`config.mk`:
```
export PLATFORM = sky130hd
export DESIGN_NAME = tile_accum_scheduler
export DESIGN_NICKNAME = d
export VERILOG_FILES = /design/src/rtl/tile_accum_scheduler_pkg.sv /design/src/rtl/tile_accum_scheduler_lane.sv /design/src/rtl/tile_accum_scheduler.sv
export SDC_FILE = /design/constraint.sdc
export NUM_CORES = 2
export LEC_CHECK = 0
export ABC_CLOCK_PERIOD_IN_PS = 8400
export BUFFER_PORTS_ARGS = -buffer_cell sky130_fd_sc_hd__buf_2
export CAP_MARGIN = 20
export CORE_MARGIN = 2
export CORE_UTILIZATION = 65
export CTS_BUF_LIST = sky130_fd_sc_hd__clkbuf_16
export CTS_CLUSTER_DIAMETER = 150
export DETAILED_ROUTE_END_ITERATION = 10
export HOLD_SLACK_MARGIN = 0.1
export MAX_ROUTING_LAYER = met4
export PLACE_DENSITY = 0.85
export SLEW_MARGIN = 20
export SYNTH_ARGS = -nofsm -noshare
export SYNTH_HDL_FRONTEND = slang
export SYNTH_SLANG_ARGS = --single-unit
```
`constraint.sdc`:
```
create_clock -name clk -period 8.4 [get_ports clk]
set_clock_uncertainty 0.1 [all_clocks]
set_input_delay 1.68 -clock clk [delete_from_list [all_inputs] [get_ports clk]]
set_output_delay 1.68 -clock clk [all_outputs]
set_load 0.02 [all_outputs]
```
`src/rtl/tile_accum_scheduler_pkg.sv`:
```
// Shared definitions for the tile accumulation scheduler and the layer controller:
// FSM state encoding, default latencies and lane-slice widths.
package tile_accum_scheduler_pkg;

   typedef logic [2:0] state_t;

   localparam state_t ST_IDLE  = 3'd0;
   localparam state_t ST_ISSUE = 3'd1;
   localparam state_t ST_WAIT  = 3'd2;
   localparam state_t ST_SCALE = 3'd3;
   localparam state_t ST_OUT   = 3'd4;

   localparam int ADDER_LAT_DEF     = 4;
   localparam int FEATURE_WIDTH_DEF = 16;
   localparam int SCALER_WIDTH_DEF  = 16;

   // Width of one scaled output lane: full unsigned product of accumulator and scaler.
   function automatic int lane_out_width(input int feature_width, input int scaler_width);
      return feature_width + scaler_width;
   endfunction

endpackage

```
`src/rtl/tile_accum_scheduler_lane.sv`:
```
// One lane of the scheduler datapath: wrapping tile accumulator plus the
// registered full-width scaled result presented downstream.
module tile_lane_accum
   import tile_accum_scheduler_pkg::*;
#(
   parameter int FEATURE_WIDTH = FEATURE_WIDTH_DEF,
   parameter int SCALER_WIDTH  = SCALER_WIDTH_DEF
) (
   input  logic                                                  clk,
   input  logic                                                  rst,
   input  logic                                                  i_clear,
   input  logic                                                  i_add_en,
   input  logic [FEATURE_WIDTH-1:0]                              i_lane_sum,
   input  logic                                                  i_scale_en,
   input  logic [SCALER_WIDTH-1:0]                               i_scaler,
   output logic [lane_out_width(FEATURE_WIDTH, SCALER_WIDTH)-1:0] o_scaled
);

   localparam int PW = lane_out_width(FEATURE_WIDTH, SCALER_WIDTH);

   logic [FEATURE_WIDTH-1:0] r_acc;
   logic [PW-1:0]            r_scaled;

   // NOTE: state uses non-blocking (<=) so every register samples pre-edge values;
   // datapath registers are reset too because out_data is observable right after reset.
   always_ff @(posedge clk) begin
      if (rst) begin
         r_acc    <= '0;
         r_scaled <= '0;
      end else begin
         if (i_clear)
            r_acc <= '0;
         else if (i_add_en)
            r_acc <= r_acc + i_lane_sum;
         if (i_scale_en)
            r_scaled <= PW'(r_acc) * PW'(i_scaler);
      end
   end

   assign o_scaled = r_scaled;

endmodule

```
`src/rtl/tile_accum_scheduler.sv`:
```
// Sequences the adder tree across num_tiles input-channel tiles, accumulates the
// lane sums, scales them and hands the result downstream with valid/ready.
module tile_accum_scheduler
   import tile_accum_scheduler_pkg::*;
#(
   parameter int TN             = 4,
   parameter int FEATURE_WIDTH  = FEATURE_WIDTH_DEF,
   parameter int SCALER_WIDTH   = SCALER_WIDTH_DEF,
   parameter int ADDER_LAT      = ADDER_LAT_DEF,
   parameter int TILE_CNT_WIDTH = 8
) (
   input  logic                                         clk,
   input  logic                                         rst,
   input  logic                                         start,
   input  logic [TILE_CNT_WIDTH-1:0]                    num_tiles,
   input  logic [SCALER_WIDTH-1:0]                      scaler,
   input  logic                                         in_valid,
   output logic                                         in_ready,
   output logic                                         adder_enable,
   input  logic                                         adder_done,
   input  logic [TN*FEATURE_WIDTH-1:0]                  kernel_sum_tn,
   output logic                                         out_valid,
   input  logic                                         out_ready,
   output logic [TN*(FEATURE_WIDTH+SCALER_WIDTH)-1:0]   out_data,
   output logic                                         busy,
   output logic                                         done,
   output logic                                         err
);

   localparam int                LANE_W     = lane_out_width(FEATURE_WIDTH, SCALER_WIDTH);
   localparam int                WDOG_W     = $clog2(ADDER_LAT + 1) + 1;
   // wdog is cleared at the enable and first reads 0 in WAIT, so hitting ADDER_LAT
   // here lands the timeout ADDER_LAT+2 cycles after the enable.
   localparam logic [WDOG_W-1:0] WDOG_LIMIT = WDOG_W'(ADDER_LAT);

   state_t                    r_state;
   state_t                    w_state_nxt;
   logic [TILE_CNT_WIDTH-1:0] r_num_tiles;
   logic [SCALER_WIDTH-1:0]   r_scaler;
   logic [TILE_CNT_WIDTH-1:0] r_tile_cnt;
   logic [WDOG_W-1:0]         r_wdog;
   logic                      r_done;
   logic                      r_err;

   logic w_start_acc;
   logic w_start_job;
   logic w_issue;
   logic w_add;
   logic w_last;
   logic w_timeout;
   logic w_scale;
   logic w_handshake;

   assign w_start_acc = (r_state == ST_IDLE) && start;
   assign w_start_job = w_start_acc && (num_tiles != '0);
   assign w_issue     = (r_state == ST_ISSUE) && in_valid;
   assign w_add       = (r_state == ST_WAIT) && adder_done;
   assign w_last      = (r_tile_cnt == r_num_tiles - TILE_CNT_WIDTH'(1));
   assign w_timeout   = (r_state == ST_WAIT) && !adder_done && (r_wdog == WDOG_LIMIT);
   assign w_scale     = (r_state == ST_SCALE);
   assign w_handshake = (r_state == ST_OUT) && out_ready;

   // NOTE: default assignment first so no path through the case leaves w_state_nxt unassigned (no latch).
   always_comb begin
      w_state_nxt = r_state;
      case (r_state)
         ST_IDLE:  if (w_start_job) w_state_nxt = ST_ISSUE;
         ST_ISSUE: if (in_valid) w_state_nxt = ST_WAIT;
         ST_WAIT: begin
            if (adder_done)
               w_state_nxt = w_last ? ST_SCALE : ST_ISSUE;
            else if (w_timeout)
               w_state_nxt = ST_IDLE;
         end
         ST_SCALE: w_state_nxt = ST_OUT;
         ST_OUT:   if (out_ready) w_state_nxt = ST_IDLE;
         default:  w_state_nxt = ST_IDLE;
      endcase
   end

   always_ff @(posedge clk) begin
      if (rst) begin
         r_state     <= ST_IDLE;
         r_num_tiles <= '0;
         r_scaler    <= '0;
         r_tile_cnt  <= '0;
         r_wdog      <= '0;
         r_done      <= 1'b0;
         r_err       <= 1'b0;
      end else begin
         r_state <= w_state_nxt;
         r_done  <= (w_start_acc && (num_tiles == '0)) || w_timeout || w_handshake;

         if (w_start_acc)
            r_err <= 1'b0;
         else if (w_timeout)
            r_err <= 1'b1;

         if (w_start_job) begin
            r_num_tiles <= num_tiles;
            r_scaler    <= scaler;
            r_tile_cnt  <= '0;
         end else if (w_add) begin
            r_tile_cnt <= r_tile_cnt + TILE_CNT_WIDTH'(1);
         end

         if (w_issue)
            r_wdog <= '0;
         else if (r_state == ST_WAIT)
            r_wdog <= r_wdog + WDOG_W'(1);
      end
   end

   for (genvar g = 0; g < TN; g++) begin : g_lane
      tile_lane_accum #(
         .FEATURE_WIDTH(FEATURE_WIDTH),
         .SCALER_WIDTH (SCALER_WIDTH)
      ) u_lane (
         .clk       (clk),
         .rst       (rst),
         .i_clear   (w_start_job),
         .i_add_en  (w_add),
         .i_lane_sum(kernel_sum_tn[g*FEATURE_WIDTH +: FEATURE_WIDTH]),
         .i_scale_en(w_scale),
         .i_scaler  (r_scaler),
         .o_scaled  (out_data[g*LANE_W +: LANE_W])
      );
   end

   assign in_ready     = (r_state == ST_ISSUE);
   assign adder_enable = w_issue;
   assign out_valid    = (r_state == ST_OUT);
   assign busy         = (r_state != ST_IDLE);
   assign done         = r_done;
   assign err          = r_err;

endmodule

```
# Yosys cells after proc, flatten, opt, wreduce, memory -nomap -nowiden
# Cells that the tools add are included.
dict set report word_totals {
  elab_cells 62
  input_bits 94
  output_inout_bits 134
  regBits 233
}
dict set report op_classes {
  eq_ne 10
  n_mul 4
  n_mux 7
  n_addsub 7
  reduce_logical 19
}
# cell n
set op_table {}
lappend op_table {{multiplier 16 x 16 -> 32 bit} 4}
lappend op_table {{adder 16 bit} 4}
lappend op_table {{two-way mux 3 bit} 5}
lappend op_table {{case mux 3 bit (5 select lines)} 1}
lappend op_table {{adder 8 x 1 -> 8 bit, second input constant} 1}
lappend op_table {{== test 8 bit} 1}
lappend op_table {{logical AND 1 bit} 8}
lappend op_table {{logical NOT 8 bit} 1}
lappend op_table {{nonzero test 8 bit} 1}
lappend op_table {{subtractor 8 x 1 -> 8 bit, second input constant} 1}
lappend op_table {{== test 3 x 2 -> 1 bit, second input constant} 2}
lappend op_table {{OR reduction 2 bit} 3}
lappend op_table {{adder 4 x 1 -> 4 bit, second input constant} 1}
lappend op_table {{== test 4 x 3 -> 1 bit, second input constant} 1}
lappend op_table {{inequality test 2 x 1 -> 1 bit, second input constant} 2}
lappend op_table {{AND reduction 4 bit} 1}
lappend op_table {{== test 3 x 1 -> 1 bit, second input constant} 1}
lappend op_table {{== test 3 bit, second input constant} 1}
lappend op_table {{logical NOT 3 bit} 1}
lappend op_table {{inequality test 3 bit, second input constant} 1}
lappend op_table {{nonzero test 3 bit} 1}
lappend op_table {{logical OR 1 bit} 2}
lappend op_table {{two-way mux 2 bit} 1}
lappend op_table {{inequality test 2 bit, second input constant} 1}
lappend op_table {{logical NOT 1 bit} 1}

# Longest topological paths before layout
dict set report logic_depth {
  depth_word 6
  ltp_mapped 26
  ltp_nobuf 24
}

# Modules after synthesis
# From an unflattened synthesis, not the netlist that was laid out.
dict set report hier_totals {
  hier_cells 5291
  area_unflattened_um2 45901.5
}
# mod instances area_per_inst_um2 seq_area_each_um2 cells_per_inst
set by_module_without_submodules {}
lappend by_module_without_submodules {{tile_lane_accum at g_lane[1].u_lane ...} 2 11034.3 960.9 1270}
lappend by_module_without_submodules {{tile_lane_accum at g_lane[3].u_lane} 1 10966.8 960.9 1255}
lappend by_module_without_submodules {{tile_lane_accum at g_lane[0].u_lane} 1 10929.2 960.9 1259}
lappend by_module_without_submodules {tile_accum_scheduler 1 1936.9 820.8 237}

# Worst setup path after synthesis
# Ideal clock, no wire load.
dict set report synth_path {
  kind {register -> register}
  startpoint {register r_scaler[1]}
  endpoint {register g_lane[0].u_lane.r_scaled[30]}
  path_stages_with_launch 26
  arrival_ns 6.147
  required_time_ns 8.172
  n_path_buf 2
  period_less_slack_ns 6.375
  setup_time_ns 0.128
  setup_slack_ns 2.025
  path_cell_list {dfxtp_1 > clkbuf_1 > clkbuf_1 > nand2_1 > fa_1 > fa_1 > inv_1 > fa_1 > inv_1 > fa_1 > inv_1 > fa_1 > inv_1 > fa_1 > inv_1 > ha_1 > a21o_1 > a21o_1 > a21o_1 > o31ai_1 > nand3_1 > a31oi_1 > o31ai_1 > o221ai_1 > xor2_1 > o21ai_0}
}
dict set report synth_between {
  elab_chain_len 1
}
# item line_no
set synth_lines {}
lappend synth_lines {{from (decl)} tile_accum_scheduler.sv:39} ;# logic [SCALER_WIDTH-1:0] r_scaler;
lappend synth_lines {{from (signal assigned)} tile_accum_scheduler.sv:101} ;# r_scaler <= scaler;
lappend synth_lines {{multiplier 16 x 16 -> 32 bit} tile_accum_scheduler_lane.sv:36} ;# r_scaled <= PW'(r_acc) * PW'(i_scaler);
lappend synth_lines {{to (signal assigned)} tile_accum_scheduler_lane.sv:36}
lappend synth_lines {{to (decl)} tile_accum_scheduler_lane.sv:22} ;# logic [PW-1:0] r_scaled;
# No other way between the ends.
# A chain may end at the register's enable or synchronous reset.

# Worst setup path after layout
dict set report layout_path {
  startpoint {register r_scaler[1]}
  endpoint {register g_lane[1].u_lane.r_scaled[28]}
}
dict set report layout_between {
  elab_chain_len 1
}
# item line_no
set layout_lines {}
lappend layout_lines {{multiplier 16 x 16 -> 32 bit} tile_accum_scheduler_lane.sv:36}
lappend layout_lines {{to (signal assigned)} tile_accum_scheduler_lane.sv:36}
lappend layout_lines {{to (decl)} tile_accum_scheduler_lane.sv:22}
# No other way between the ends.

==> results.sh <==
export IMPL_leakage_power_total_nw=24.4
export IMPL_combined_area_of_the_multi_input_logic_cells_mm2=0.0351
export IMPL_initial_utilization=0.658
export IMPL_post_synthesis_average_cell_area_um2=8.53
export IMPL_cts_max_path_buffers=3
export IMPL_setup_repair_after_global_routing_missed_its_margin="false"
export IMPL_path_max_fanout=41
export IMPL_cts_hold_buf=0
export IMPL_yosys_area_top_type_share=0.353
export IMPL_hp_start="g_lane[1].u_lane.o_scaled[11]"
export IMPL_totalNegativeSetupSlack_ns=0
export IMPL_io_pins=228
export IMPL_globalRouteTotalUtil=0.353
export IMPL_filler_cell_count=5091
export IMPL_synth_top_flop_cell="sky130_fd_sc_hd__dfxtp_1"
export IMPL_finalWorstPathRequiredPeriod_ns=7.47
export IMPL_max_freq_mhz=134
export IMPL_drt_iter0_drc=2609
export IMPL_drv_max_cap_violation_count=0
export IMPL_share_of_the_yosys_chip_area_belonging_to_registers=0.105
export IMPL_detail_route_wl_per_cell_um=19.2
export IMPL_placed_cell_area_mm2=0.0461
export IMPL_synth_top_cells_by_area="sky130_fd_sc_hd__fa_1, sky130_fd_sc_hd__ha_1, sky130_fd_sc_hd__dfxtp_1"
export IMPL_detailed_place_hpwl_um=91400
export IMPL_ys_types=70
export IMPL_seqCellArea_mm2=0.00469
export IMPL_p_int_mw=1.99
export IMPL_vdd_ir_drop_max_mv=0.164
export IMPL_cts_made_buffers=30
export IMPL_post_synth_top_area_cell="sky130_fd_sc_hd__fa_1"
export IMPL_p_per_area_mw_per_mm2=63.8
export IMPL_cts_repair_resize_count=0
export IMPL_routability_congestion_estimate_from_global_placement=0.936
export IMPL_setup_viol=0
export IMPL_timing_max_slew_rel_slack=0.202
export IMPL_top_usage_layer="met2"
export IMPL_synth_nets=6546
export IMPL_floorplan_rows=95
export IMPL_path_class="register to register"
export IMPL_critPathLaunchType="register"
export IMPL_fraction_of_the_cycle_the_final_worst_path_needs=0.890
export IMPL_clkSinkCount=233
export IMPL_outcome="finished clean"
export IMPL_reg2reg_depth=22
export IMPL_required_ns=8.74
export IMPL_endpoint_kind="register"
export IMPL_dr_total_vias=36000
export IMPL_nets=6605
export IMPL_grt_util_met2=0.583
export IMPL_drtAntennaViolNets=0
export IMPL_syn_inst=5192
export IMPL_finalHoldViolCount=0
export IMPL_timing_worst_slew_pin_value_ns=1.19
export IMPL_die_width_um=265
export IMPL_report_power_total_mw=3.00
export IMPL_number_of_buffers_inserted_by_port_buffering=227
export IMPL_ys_warnings_count=0
export IMPL_tritoncts="done"
export IMPL_synthMuxAreaShare=0.000678
export IMPL_die_footprint_mm2=0.0703
export IMPL_worst_r2r_endpoint="g_lane[1].u_lane.o_scaled[28]"
export IMPL_via_count_of_the_first_global_routing_pass=37800
export IMPL_cts_root_buf="sky130_fd_sc_hd__clkbuf_16"
export IMPL_grt_use_met1=0.418
export IMPL_viasPerCell=5.85
export IMPL_synthToLayoutAreaGrowth_pct=6.30
export IMPL_combinationalPowerShare=0.156
export IMPL_synth_xor_area_share=0.0340
export IMPL_grt_pass1_wl_um=191000
export IMPL_power_share_of_the_sequential_group=0.409
export IMPL_worst_path_clk_slew_ns=0.06
export IMPL_share_clk_of_total_power=0.435
export IMPL_async_reset_ff_frac=0
export IMPL_r2r_slack_ns=0.93
export IMPL_mostFrequentLayoutCell="sky130_fd_sc_hd__inv_1"
export IMPL_netlist_area_before_placement_mm2=0.0443
export IMPL_post_route_cells_drive_above_1_share=0.0719
export IMPL_hold_worst_path_end="g_lane[1].u_lane.o_scaled[11]"
export IMPL_timing_max_transition_violations_final=0
export IMPL_synth_area_in_compound_gates=0.0887
export IMPL_main_combinational_cell_family_by_area_after_synthesis="adder cells"
export IMPL_top_library_cells_by_usage_in_the_layout_fill_and_taps_aside="sky130_fd_sc_hd__inv_1, sky130_fd_sc_hd__nand2_1, sky130_fd_sc_hd__fa_1"
export IMPL_hold_path_depth=2
export IMPL_synth_simple_gate_area_share=0.181
export IMPL_die_height_um=265
export IMPL_routed_wl_um=118000
export IMPL_placeableCoreArea_mm2=0.0673
export IMPL_antenna_found_initial=2
export IMPL_synth_adder_area_share=0.488
export IMPL_min_delay_path_class="register to register"
export IMPL_final_design_area_no_fill_mm2=0.0471
export IMPL_h_tree_depth=1
export IMPL_switchingPower_mw=1.02
export IMPL_drt_pre_antenna_iters=7
export IMPL_p_sw_frac=0.338
export IMPL_post_cts_buffers=0
export IMPL_ys_ff_latch=233
export IMPL_grt_remaining_overflow=0
export IMPL_clock_insertion_delay_worst_skew_ns=0.65
export IMPL_timing_critical_path_arrival_ns=7.82
export IMPL_largest_net_degree_at_the_start_of_global_routing=70
export IMPL_grt_met3_usage=0.0657
export IMPL_route_detailed_drc=0
export IMPL_synth_enable_flop_cells=0
export IMPL_worst_r2r_startpoint="r_scaler[1]"
-- metrics by stage --
stage | hold WS [ns] | worst slack [ns] | utilization | std cells
after floorplan | 0.346 | 2.03 | - | 5192
after global placement | 0.332 | 1.16 | 0.685 | 6092
after detailed placement | 0.337 | 1.01 | 0.685 | 6092
after CTS | 0.351 | 1.00 | 0.700 | 6146
after global routing | 0.364 | 0.624 | 0.700 | 6147
final | 0.347 | 0.925 | 0.700 | 6149
-- registers in the layout (all words and copies together) (netlist names) --
name	count
err	1
g_lane.u_lane.r_acc	64
g_lane.u_lane.o_scaled	128
r_wdog	4
done	1
r_state	3
r_tile_cnt	8
r_num_tiles	8
r_scaler	16
-- cell type report --
type,instances,area share
sequential,233,0.0995
multi-input combinational,3753,0.746
clock inverter,24,0.00444
tap,873,0.0232
antenna,3,0.000159
inverter,946,0.0754
clock buffer,30,0.0159
timing repair buffer,287,0.0351
-- power by group through the flow --
stage | clock, mW | combinational [mW] | sequential [mW]
after detailed placement | 0 | 0.453 | 1.25
after CTS | 1.32 | 0.457 | 1.22
after global routing | 1.36 | 0.502 | 1.23
final | 1.31 | 0.469 | 1.23
after floorplan | 0 | 0.328 | 1.16
after global placement | 0 | 0.442 | 1.25
-- metal layers --
metal  vias to the layer above  wire (um)
li1                      16100          -
met1                     17900      43100
met2                      1608      56800
met3                       439      10800
met4                         0       7170
met5                         -          0
-- Yosys cell counts, drive strengths merged (6+ instances only) --
library cell	n
nor3b	8
o21a	20
xor2	66
a21oi	262
a31oi	17
o31ai	12
nand2b	18
clkbuf	251
and3	7
nor3	27
or3	13
fa	780
buf	9
and2	498
a21o	68
a211oi	31
a31o	6
o21bai	19
nand4	16
a22o	11
nand3b	9
nand2	889
nor4	9
a211o	11
inv	946
xnor2	106
o21ai	104
nand3	39
ha	480
nor2	131
nor2b	17
dfxtp	233
o211ai	9
o31a	6
-- worst max path at each step --
stage	start	to	cells after the start	slack, ns
after floorplan	r_scaler[1]	g_lane[0].u_lane.o_scaled[30]	25	2.03
final	r_scaler[1]	g_lane[1].u_lane.o_scaled[28]	22	0.93
after CTS	r_scaler[3]	g_lane[2].u_lane.o_scaled[31]	22	1.00
after global placement	r_scaler[3]	g_lane[2].u_lane.o_scaled[31]	22	1.16
after detailed placement	r_scaler[3]	g_lane[2].u_lane.o_scaled[31]	22	1.01
after global routing	r_scaler[1]	g_lane[1].u_lane.o_scaled[29]	22	0.62
-- critical path: stages (launching register included) --
cell and delay (ns):
sky130_fd_sc_hd__dfxtp_2 0.98, sky130_fd_sc_hd__buf_4 0.46, sky130_fd_sc_hd__nand2_1 0.13, sky130_fd_sc_hd__fa_1 0.54, sky130_fd_sc_hd__fa_1 0.55, sky130_fd_sc_hd__inv_1 0.05
sky130_fd_sc_hd__fa_1 0.49, sky130_fd_sc_hd__fa_1 0.54, sky130_fd_sc_hd__fa_1 0.50, sky130_fd_sc_hd__inv_1 0.05, sky130_fd_sc_hd__fa_1 0.48, sky130_fd_sc_hd__inv_1 0.05
sky130_fd_sc_hd__ha_1 0.35, sky130_fd_sc_hd__a21o_1 0.20, sky130_fd_sc_hd__a21o_1 0.17, sky130_fd_sc_hd__a21oi_1 0.21, sky130_fd_sc_hd__o21ai_0 0.18, sky130_fd_sc_hd__a221o_1 0.33
sky130_fd_sc_hd__a41o_1 0.28, sky130_fd_sc_hd__a31oi_1 0.27, sky130_fd_sc_hd__o21ai_1 0.13, sky130_fd_sc_hd__xnor2_1 0.13, sky130_fd_sc_hd__o21ai_0 0.08
-- kinds of logic (layout without fill, tap and decap cells) --
kind of cell	after synthesis	after routing
other cells	0	3
flops	233	233
xor+xnor	172	172
compound gates	623	623
fa+ha+maj	1260	1260
simple gates	1695	1695
mux	3	3
buf+inv	1206	1287
(Power assumes the default switching activity.)
